$ cat src/rtl/mcs4_bus_fabric_pkg.sv
// Shared MCS-4 bus-fabric types: nibble, instruction-cycle phase and trace entry.
package mcs4_bus_fabric_pkg;

  typedef logic [3:0] char_t;

  typedef enum logic [2:0] {
    A1 = 3'd0,
    A2 = 3'd1,
    A3 = 3'd2,
    M1 = 3'd3,
    M2 = 3'd4,
    X1 = 3'd5,
    X2 = 3'd6,
    X3 = 3'd7
  } phase_t;

  localparam int TRACE_W = 20;

  typedef struct packed {
    logic [11:0] pc;
    logic [7:0]  opcode;
  } trace_entry_t;

endpackage

$ cat src/rtl/mcs4_sync_fifo.sv
// Synchronous FIFO with valid/ready read port; a push while full (and not
// popping) is dropped and latches a sticky overflow flag.
module mcs4_sync_fifo #(
  parameter int WIDTH = 20,
  parameter int DEPTH = 8
) (
  input  logic             clk,
  input  logic             rst,
  input  logic             push,
  input  logic [WIDTH-1:0] push_data,
  input  logic             pop,
  output logic             rd_valid,
  output logic [WIDTH-1:0] rd_data,
  output logic             overflow
);

  localparam int AW = (DEPTH > 1) ? $clog2(DEPTH) : 1;

  logic [WIDTH-1:0] mem [DEPTH];
  logic [AW-1:0]    rd_ptr;
  logic [AW-1:0]    wr_ptr;
  logic [AW:0]      count;
  logic             full;
  logic             push_ok;
  logic             pop_ok;

  assign full     = (count == (AW+1)'(DEPTH));
  assign rd_valid = (count != '0);
  assign pop_ok   = pop & rd_valid;
  // A pop in the same cycle frees the slot, so a full FIFO can still accept.
  assign push_ok  = push & (~full | pop_ok);
  assign rd_data  = rd_valid ? mem[rd_ptr] : '0;

  always_ff @(posedge clk) begin
    if (rst) begin
      rd_ptr   <= '0;
      wr_ptr   <= '0;
      count    <= '0;
      overflow <= 1'b0;
    end else begin
      if (push_ok) wr_ptr <= wr_ptr + 1'b1;
      if (pop_ok)  rd_ptr <= rd_ptr + 1'b1;
      case ({push_ok, pop_ok})
        2'b10:   count <= count + 1'b1;
        2'b01:   count <= count - 1'b1;
        default: ;
      endcase
      if (push & ~push_ok) overflow <= 1'b1;
    end
  end

  always_ff @(posedge clk) begin
    if (push_ok) mem[wr_ptr] <= push_data;
  end

endmodule

$ cat src/rtl/mcs4_bus_fabric.sv
// MCS-4 data-bus fabric: wired-OR merge of N drivers, 8-phase cycle tracker,
// fetch-trace capture into a FIFO and driver contention detection.
module mcs4_bus_fabric
  import mcs4_bus_fabric_pkg::*;
#(
  parameter int NUM_DRV       = 3,
  parameter int NUM_RAM_BANKS = 4,
  parameter int TRACE_DEPTH   = 8
) (
  input  logic                     clk,
  input  logic                     rst,
  input  logic                     clken_1,
  input  logic                     clken_2,
  input  logic                     sync,
  input  logic [NUM_RAM_BANKS-1:0] cm_ram,
  input  logic [4*NUM_DRV-1:0]     d_drv,
  output logic [3:0]               d_bus,
  output logic [2:0]               phase,
  output logic                     locked,
  output logic [NUM_RAM_BANKS-1:0] bank_sel,
  output logic                     contention,
  output logic [7:0]               contention_cnt,
  output logic                     trace_valid,
  output logic [TRACE_W-1:0]       trace_data,
  input  logic                     trace_ready,
  output logic                     trace_overflow
);

  phase_t       phase_q, phase_d;
  logic         locked_q, locked_d;
  logic [11:0]  pc_cap;
  char_t        op_hi_cap;
  char_t        bus_or;
  logic         seen_drv;
  logic         multi_drv_p0;
  logic         cap_en;
  logic         push;
  trace_entry_t push_entry;
  logic         unused_ok;

  assign unused_ok = clken_1;

  // Stage p0: combinational merge and multi-driver detection
  always_comb begin
    bus_or       = '0;
    seen_drv     = 1'b0;
    multi_drv_p0 = 1'b0;
    for (int i = 0; i < NUM_DRV; i++) begin
      if (d_drv[4*i +: 4] != 4'h0) begin
        if (seen_drv) multi_drv_p0 = 1'b1;
        seen_drv = 1'b1;
      end
      bus_or = bus_or | d_drv[4*i +: 4];
    end
  end

  assign d_bus = bus_or;

  always_comb begin
    phase_d  = phase_q;
    locked_d = locked_q;
    if (clken_2) begin
      if (sync) begin
        phase_d  = A1;
        locked_d = 1'b1;
      end else if (locked_q) begin
        phase_d = phase_t'(phase_q + 3'd1);
      end
    end
  end

  always_ff @(posedge clk) begin
    if (rst) begin
      phase_q  <= X3;
      locked_q <= 1'b0;
    end else begin
      phase_q  <= phase_d;
      locked_q <= locked_d;
    end
  end

  assign phase  = phase_q;
  assign locked = locked_q;
  assign cap_en = locked_q & clken_2;

  // Stage p1: capture registers, keyed on the phase being left this edge
  always_ff @(posedge clk) begin
    if (rst) begin
      pc_cap    <= '0;
      op_hi_cap <= '0;
      bank_sel  <= '0;
    end else if (cap_en) begin
      case (phase_q)
        A1:      pc_cap[3:0]  <= d_bus;
        A2:      pc_cap[7:4]  <= d_bus;
        A3:      pc_cap[11:8] <= d_bus;
        M1:      op_hi_cap    <= d_bus;
        X2:      bank_sel     <= cm_ram;
        default: ;
      endcase
    end
  end

  // The low opcode nibble goes straight from the bus into the pushed entry.
  assign push       = cap_en & (phase_q == M2);
  assign push_entry = {pc_cap, op_hi_cap, d_bus};

  always_ff @(posedge clk) begin
    if (rst) begin
      contention     <= 1'b0;
      contention_cnt <= '0;
    end else begin
      contention <= clken_2 & multi_drv_p0;
      if (clken_2 & multi_drv_p0 & (contention_cnt != 8'hFF))
        contention_cnt <= contention_cnt + 8'd1;
    end
  end

  mcs4_sync_fifo #(
    .WIDTH (TRACE_W),
    .DEPTH (TRACE_DEPTH)
  ) u_trace_fifo (
    .clk       (clk),
    .rst       (rst),
    .push      (push),
    .push_data (push_entry),
    .pop       (clken_2 & trace_ready),
    .rd_valid  (trace_valid),
    .rd_data   (trace_data),
    .overflow  (trace_overflow)
  );

endmodule

$ cat config.mk
export PLATFORM = sky130hd
export DESIGN_NAME = mcs4_bus_fabric
export DESIGN_NICKNAME = d
export VERILOG_FILES = /design/src/rtl/mcs4_bus_fabric_pkg.sv /design/src/rtl/mcs4_sync_fifo.sv /design/src/rtl/mcs4_bus_fabric.sv
export SDC_FILE = /design/constraint.sdc
export NUM_CORES = 1
export LEC_CHECK = 0
export CORE_UTILIZATION = 55
export DETAILED_ROUTE_END_ITERATION = 12
export PLACE_DENSITY = 0.85
export SLEW_MARGIN = 30
export SYNTH_ARGS = -nofsm -noshare
export SYNTH_HDL_FRONTEND = slang
export SYNTH_SLANG_ARGS = --single-unit
$ cat constraint.sdc
create_clock -name clk -period 4.5 [get_ports clk]
set_input_delay 0.9 -clock clk [delete_from_list [all_inputs] [get_ports clk]]
set_output_delay 0.9 -clock clk [all_outputs]
set_load 0.1 [all_outputs]
# After elaboration in Yosys (flattened, before gate mapping)
# Memory sizes are Yosys's and may differ from the RTL's. A register that Yosys moved wholly into a read port is not among the register bits.
# Cells that the tools add are included.
# word_totals
regBits	44
ram_bits	160
inputBits	22
out_inout_bits	43
elab_cells	70
n_memories	1
# memory_table
memory	words	word_bits	rd	rd_clocked_by_memory_dff	wr	line	source
u_trace_fifo.mem	8	20	1	1	1	mcs4_sync_fifo.sv:19	logic [WIDTH-1:0] mem [DEPTH];
# classes
add_sub_neg	6
n_eq_ne	9
n_mux	14
n_bitwise	13
n_reduce_logical	14
# ops
cell	n
20-bit two-way mux	1
4-bit nonzero test	4
2-bit AND reduction	7
3-bit two-way mux	4
3-bit by 1-bit adder with 3-bit output (second input constant)	3
8-bit by 1-bit adder with 8-bit output (second input constant)	1
1-bit bitwise AND	8
1-bit two-way mux	8
8-bit != test (second input constant)	1
4-bit bitwise OR	2
4-bit one-hot mux with 2 select lines	1
3-bit by 2-bit == test with 1-bit output (second input constant)	2
3-bit == test (second input constant)	2
4-bit by 1-bit adder with 4-bit output (second input constant)	1
4-bit == test (second input constant)	1
2-bit nonzero test	2
4-bit by 1-bit subtractor with 4-bit output (second input constant)	1
3-bit by 1-bit == test with 1-bit output (second input constant)	1
3-bit logical NOT	1
2-bit by 1-bit == test with 1-bit output (second input constant)	1
2-bit == test (second input constant)	1
1-bit NOT	2
1-bit bitwise OR	1

# Depth between registers and ports, before layout
# logic_depth
ltp_word	8
mapped_depth	12
ltp_nobuf	12

# Modules after synthesis
# A second synthesis with hierarchy kept.
# hier_totals
hier_cells	504
hier_area_um2	8277.9
# by_module_without_submodules
mod	instances	cells_each	area_per_inst_um2	seq_area_each_um2
mcs4_sync_fifo	1	342	6821.5	5084.9
mcs4_bus_fabric	1	162	1456.4	660.6

# Worst setup path before layout
# OpenSTA, ideal clock, no wires.
# synth_path
path_kind	reg2reg
from	register phase_q[2] (netlist: phase[2])
to	memory u_trace_fifo.mem[2][0] (enable)
setup_time_ps	427
arrival_ps	3447
path_slack_ps	626
path_stages_with_launch	6
period_less_slack_ps	3874
path_cell_list	dfxtp_1 -> buf_2 -> nand4_1 -> a31oi_4 -> nand2b_1 -> nor3b_1
# synth_via
elab_chain_len	5
# synth_rtl
item	line	source
from (decl)	mcs4_bus_fabric.sv:29	phase_t phase_q, phase_d;
from (signal assigned)	mcs4_bus_fabric.sv:77	phase_q <= phase_d;
3-bit == test	mcs4_bus_fabric.sv:105	assign push = cap_en & (phase_q == M2);
1-bit bitwise AND	mcs4_bus_fabric.sv:105	
1-bit bitwise AND	mcs4_sync_fifo.sv:31	assign push_ok = push & (~full | pop_ok);
1-bit two-way mux	mcs4_sync_fifo.sv:53	if (push_ok) mem[wr_ptr] <= push_data;
1-bit two-way mux (not written as such)	mcs4_sync_fifo.sv:53	
to (decl)	mcs4_sync_fifo.sv:19	
# Every way passes these cells.

==> flow_summary_export.csv <==
group,metric,value,unit
run_status,run_status,"complete, no violations",
synth,ys_async_sr_fraction,0,%
clock_network,htreeDepth,1,
route,vias_per_cell,6.137,
clock_network,clk_latency,0.48,ns
power_and_ir_drop,vdd_drop_max,271.0,µV
power_and_ir_drop,pwr-share-clk,47.1,%
sta,hold_violations,0,
clock_network,clk_path_buf_depth,3,
power_and_ir_drop,pwr_density_cell,417.3,nW/µm²
global_routing,overflow,0,
global_routing,antenna_found_initial,0,
power_and_ir_drop,p_sw,0.7986,mW
synth,synth.net_count,523,
job,cap_violations,0,
sta,drv_slew,0,
sta,post-route-min-period,3.551,ns
synth,ys_warn_count,0,
floorplan,die_h,124.3,µm
route,wl_per_cell,22.21,µm
clock_network,clock_sinks,207,
power_and_ir_drop,power_frac_seq,49.5,%
route,drcViolationCount,0,
global_routing,grt_max_degree,24,
place,numPortBuffers,63,
synth,ys_seq_area_share,69.84,%
sta,setup_ws,0.9489,ns
floorplan,core_area,14590,µm²
synth,synthFlopType,"edfxtp_1",
critical_path,required,3.60,ns
global_routing,grt_pass1_wl,27410,µm
synth,ys_types,49,
critical_path,cp-end-kind,"output port",
global_routing,grtUsageTotal,22.78,%
finish,final_core_util,68.17,%
place,hpwl,10610,µm
finish,design_area,9946,µm²
critical_path,arrival,2.65,ns
synth,synth.avg_cell_area,16.79,µm²
route,drtAntennaViolNets,0,
critical_path,critPathLaunchType,"flip-flop",
power_and_ir_drop,swShare,19.24,%
finish,layout-drive-gt1-share,24.92,%
sta,finalCritPeriodShare,78.91,%
min_path,min_path_type,"reg2reg",
global_routing,grt_pass1_vias,4983,
place,gp_congestion,0.8097,
sta,worst_pin_slew,0.9880,ns
route,drtPass1Iterations,5,
synth,ys_ff_latch,207,
floorplan,die_area,15450,µm²
sta,slew_headroom,33.92,%
floorplan,start_util,56.39,%
place,place_area,9150,µm²
clock_network,holdBufCountCts,0,
clock_network,cts_resized,0,
sta,max_freq,0.2816,GHz
synth,netlist_instances,490,
finish,fillCellCount,911,
clock_network,cts_buffers,21,
clock_network,root_buffer,"clkbuf_16",
floorplan,die_width,124.3,µm
route,wl,17190,µm
route,via_count,4750,
sta,fin_worst_skew,0.01724,ns
floorplan,io-pin-count,65,
finish,diodes,0,
finish,nNetsFinal,609,
critical_path,critical_path_class,"reg2out",
clock_network,path_clk_slew,0.06,ns
power_and_ir_drop,leakagePower,3.268,nW
critical_path,cp_max_fo,22,
synth,syn_area,8227,µm²
synth,synth-edff-count,160,
sta,rsz0062_at_grt,"false",
power_and_ir_drop,internal-power,3.352,mW
sta,setup_tns,0,ns
sta,setup_viol,0,
power_and_ir_drop,p_comb_share,3.4,%
clock_network,cts_tree,"yes",
finish,area_growth,20.90,%
floorplan,placementRows,44,
route,initialDrtViolationCount,444,
place,place_ws,0.6252,ns
clock_network,cts_setup_buffers,0,
==> per-layer routing <==
layer | share of wire, % | vias up | global-route usage, %
met1 | 41 | 2400 | 30.39
met4 | 2.4 | 0 | 6.520
met3 | 6.5 | 44 | 3.737
met5 | 0 | - | 0
li1 | - | 2097 | -
met2 | 50 | 209 | 38.80
==> registers in the layout (all words and copies together) (netlist names), 4 cells and up, named ones only <==
name / count
u_trace_fifo.mem: 160
pc_cap: 12
contention_cnt: 8
op_hi_cap: 4
bank_sel: 4
u_trace_fifo.count: 4
==> final cells by class <==
| cell class | instances | area, µm² | share of cell area (%) |
|---|---|---|---|
| Sequential cell | 207 | 5748 | 57.79 |
| Multi-Input combinational cell | 245 | 2354 | 23.66 |
| Timing Repair Buffer | 88 | 770.7 | 7.749 |
| Clock buffer | 26 | 584.3 | 5.875 |
| Tap cell | 184 | 230.2 | 2.315 |
| Clock inverter | 11 | 210.2 | 2.113 |
| Inverter | 13 | 48.80 | 0.4906 |
==> cell usage in the layout (no fill, tap or decap), types with 2 or more instances in the layout <==
cell	instances
or3_1	3
o21ai_0	6
o31ai_1	3
or4_1	2
a211oi_1	16
dfxtp_1	45
xor2_1	3
nand4_1	3
nor2b_1	2
nor3_1	5
nor3_2	2
nand3_1	6
bufinv_16	6
clkbuf_8	4
buf_4	48
nor2_1	55
mux2i_1	27
inv_1	13
nor3b_2	8
nor2_2	2
a21oi_1	9
nor4_1	4
dfxtp_2	2
o311ai_0	4
edfxtp_1	160
xnor2_1	3
ha_1	11
and3_1	2
nand2_1	9
clkdlybuf4s50_1	39
clkinv_1	2
mux4_2	40
clkbuf_16	21
==> Yosys cell counts, types with 3 or more instances <==
| library cell | instances | area share, % |
|---|---|---|
| nor3_1 | 7 | 0.43 |
| clkbuf_1 | 15 | 0.68 |
| ha_1 | 11 | 1.7 |
| a211oi_1 | 16 | 1.5 |
| dfxtp_1 | 47 | 11 |
| nor3b_1 | 5 | 0.46 |
| mux4_2 | 40 | 11 |
| nor3b_2 | 4 | 0.61 |
| inv_1 | 13 | 0.59 |
| xnor2_1 | 3 | 0.32 |
| edfxtp_1 | 160 | 58 |
| o21ai_0 | 6 | 0.37 |
| nand2_1 | 9 | 0.41 |
| o311ai_0 | 4 | 0.43 |
| nand3_1 | 6 | 0.37 |
| nor2_1 | 57 | 2.6 |
| o31ai_1 | 3 | 0.27 |
| mux2i_1 | 27 | 3.3 |
| xor2_1 | 3 | 0.32 |
| a21oi_1 | 9 | 0.55 |
| buf_4 | 5 | 0.46 |
| nand4_1 | 3 | 0.23 |
| or3_1 | 3 | 0.23 |
| nor4_1 | 4 | 0.30 |
==> power by group through the flow <==
stage	combinational (mW)	sequential, mW	clock [mW]
final	0.141	2.05	1.96
after global routing	0.148	2.05	2.05
after CTS	0.141	2.05	1.97
after detailed placement	0.140	2.10	0
after global placement	0.135	2.09	0
after floorplan	0.0566	2.13	0
==> logic make-up after synthesis <==
kind of cell / Yosys count / share of synthesized area [%]
compound gates: 46 / 4.122
xor+xnor: 6 / 0.6389
fa+ha+maj: 12 / 1.810
buf+inv: 38 / 2.084
flops: 207 / 69.84
mux: 68 / 14.42
simple gates: 113 / 7.088
==> worst paths after layout <==
check / startpoint / to / slack, ns / cells after the start
setup reg to reg: u_trace_fifo.count[3] / u_trace_fifo.count[2] / 1.53 / 10
hold reg to reg: u_trace_fifo.overflow / u_trace_fifo.overflow / 0.49 / 2
hold / removal: u_trace_fifo.overflow / u_trace_fifo.overflow / 0.49 / 2
setup / recovery: flip-flop / trace_data[18] / 0.95 / 5
==> worst max-delay path, stage by stage (launching register included) <==
cell and delay, ns:
dfxtp_2 0.82, buf_12 0.30, mux4_2 0.53, mux2i_1 0.19
nor2_1 0.07, buf_4 0.24
==> per-stage QoR <==
stage | power (mW) | std cells | hold slack, ns
floorplan | 2.185 | 490 | 0.4716
global placement | 2.230 | 737 | 0.4818
detailed placement | 2.235 | 737 | 0.4743
CTS | 4.164 | 774 | 0.4918
global route | 4.250 | 774 | 0.5185
finish | 4.150 | 774 | 0.4921
Power figures use the tool's default switching activity.
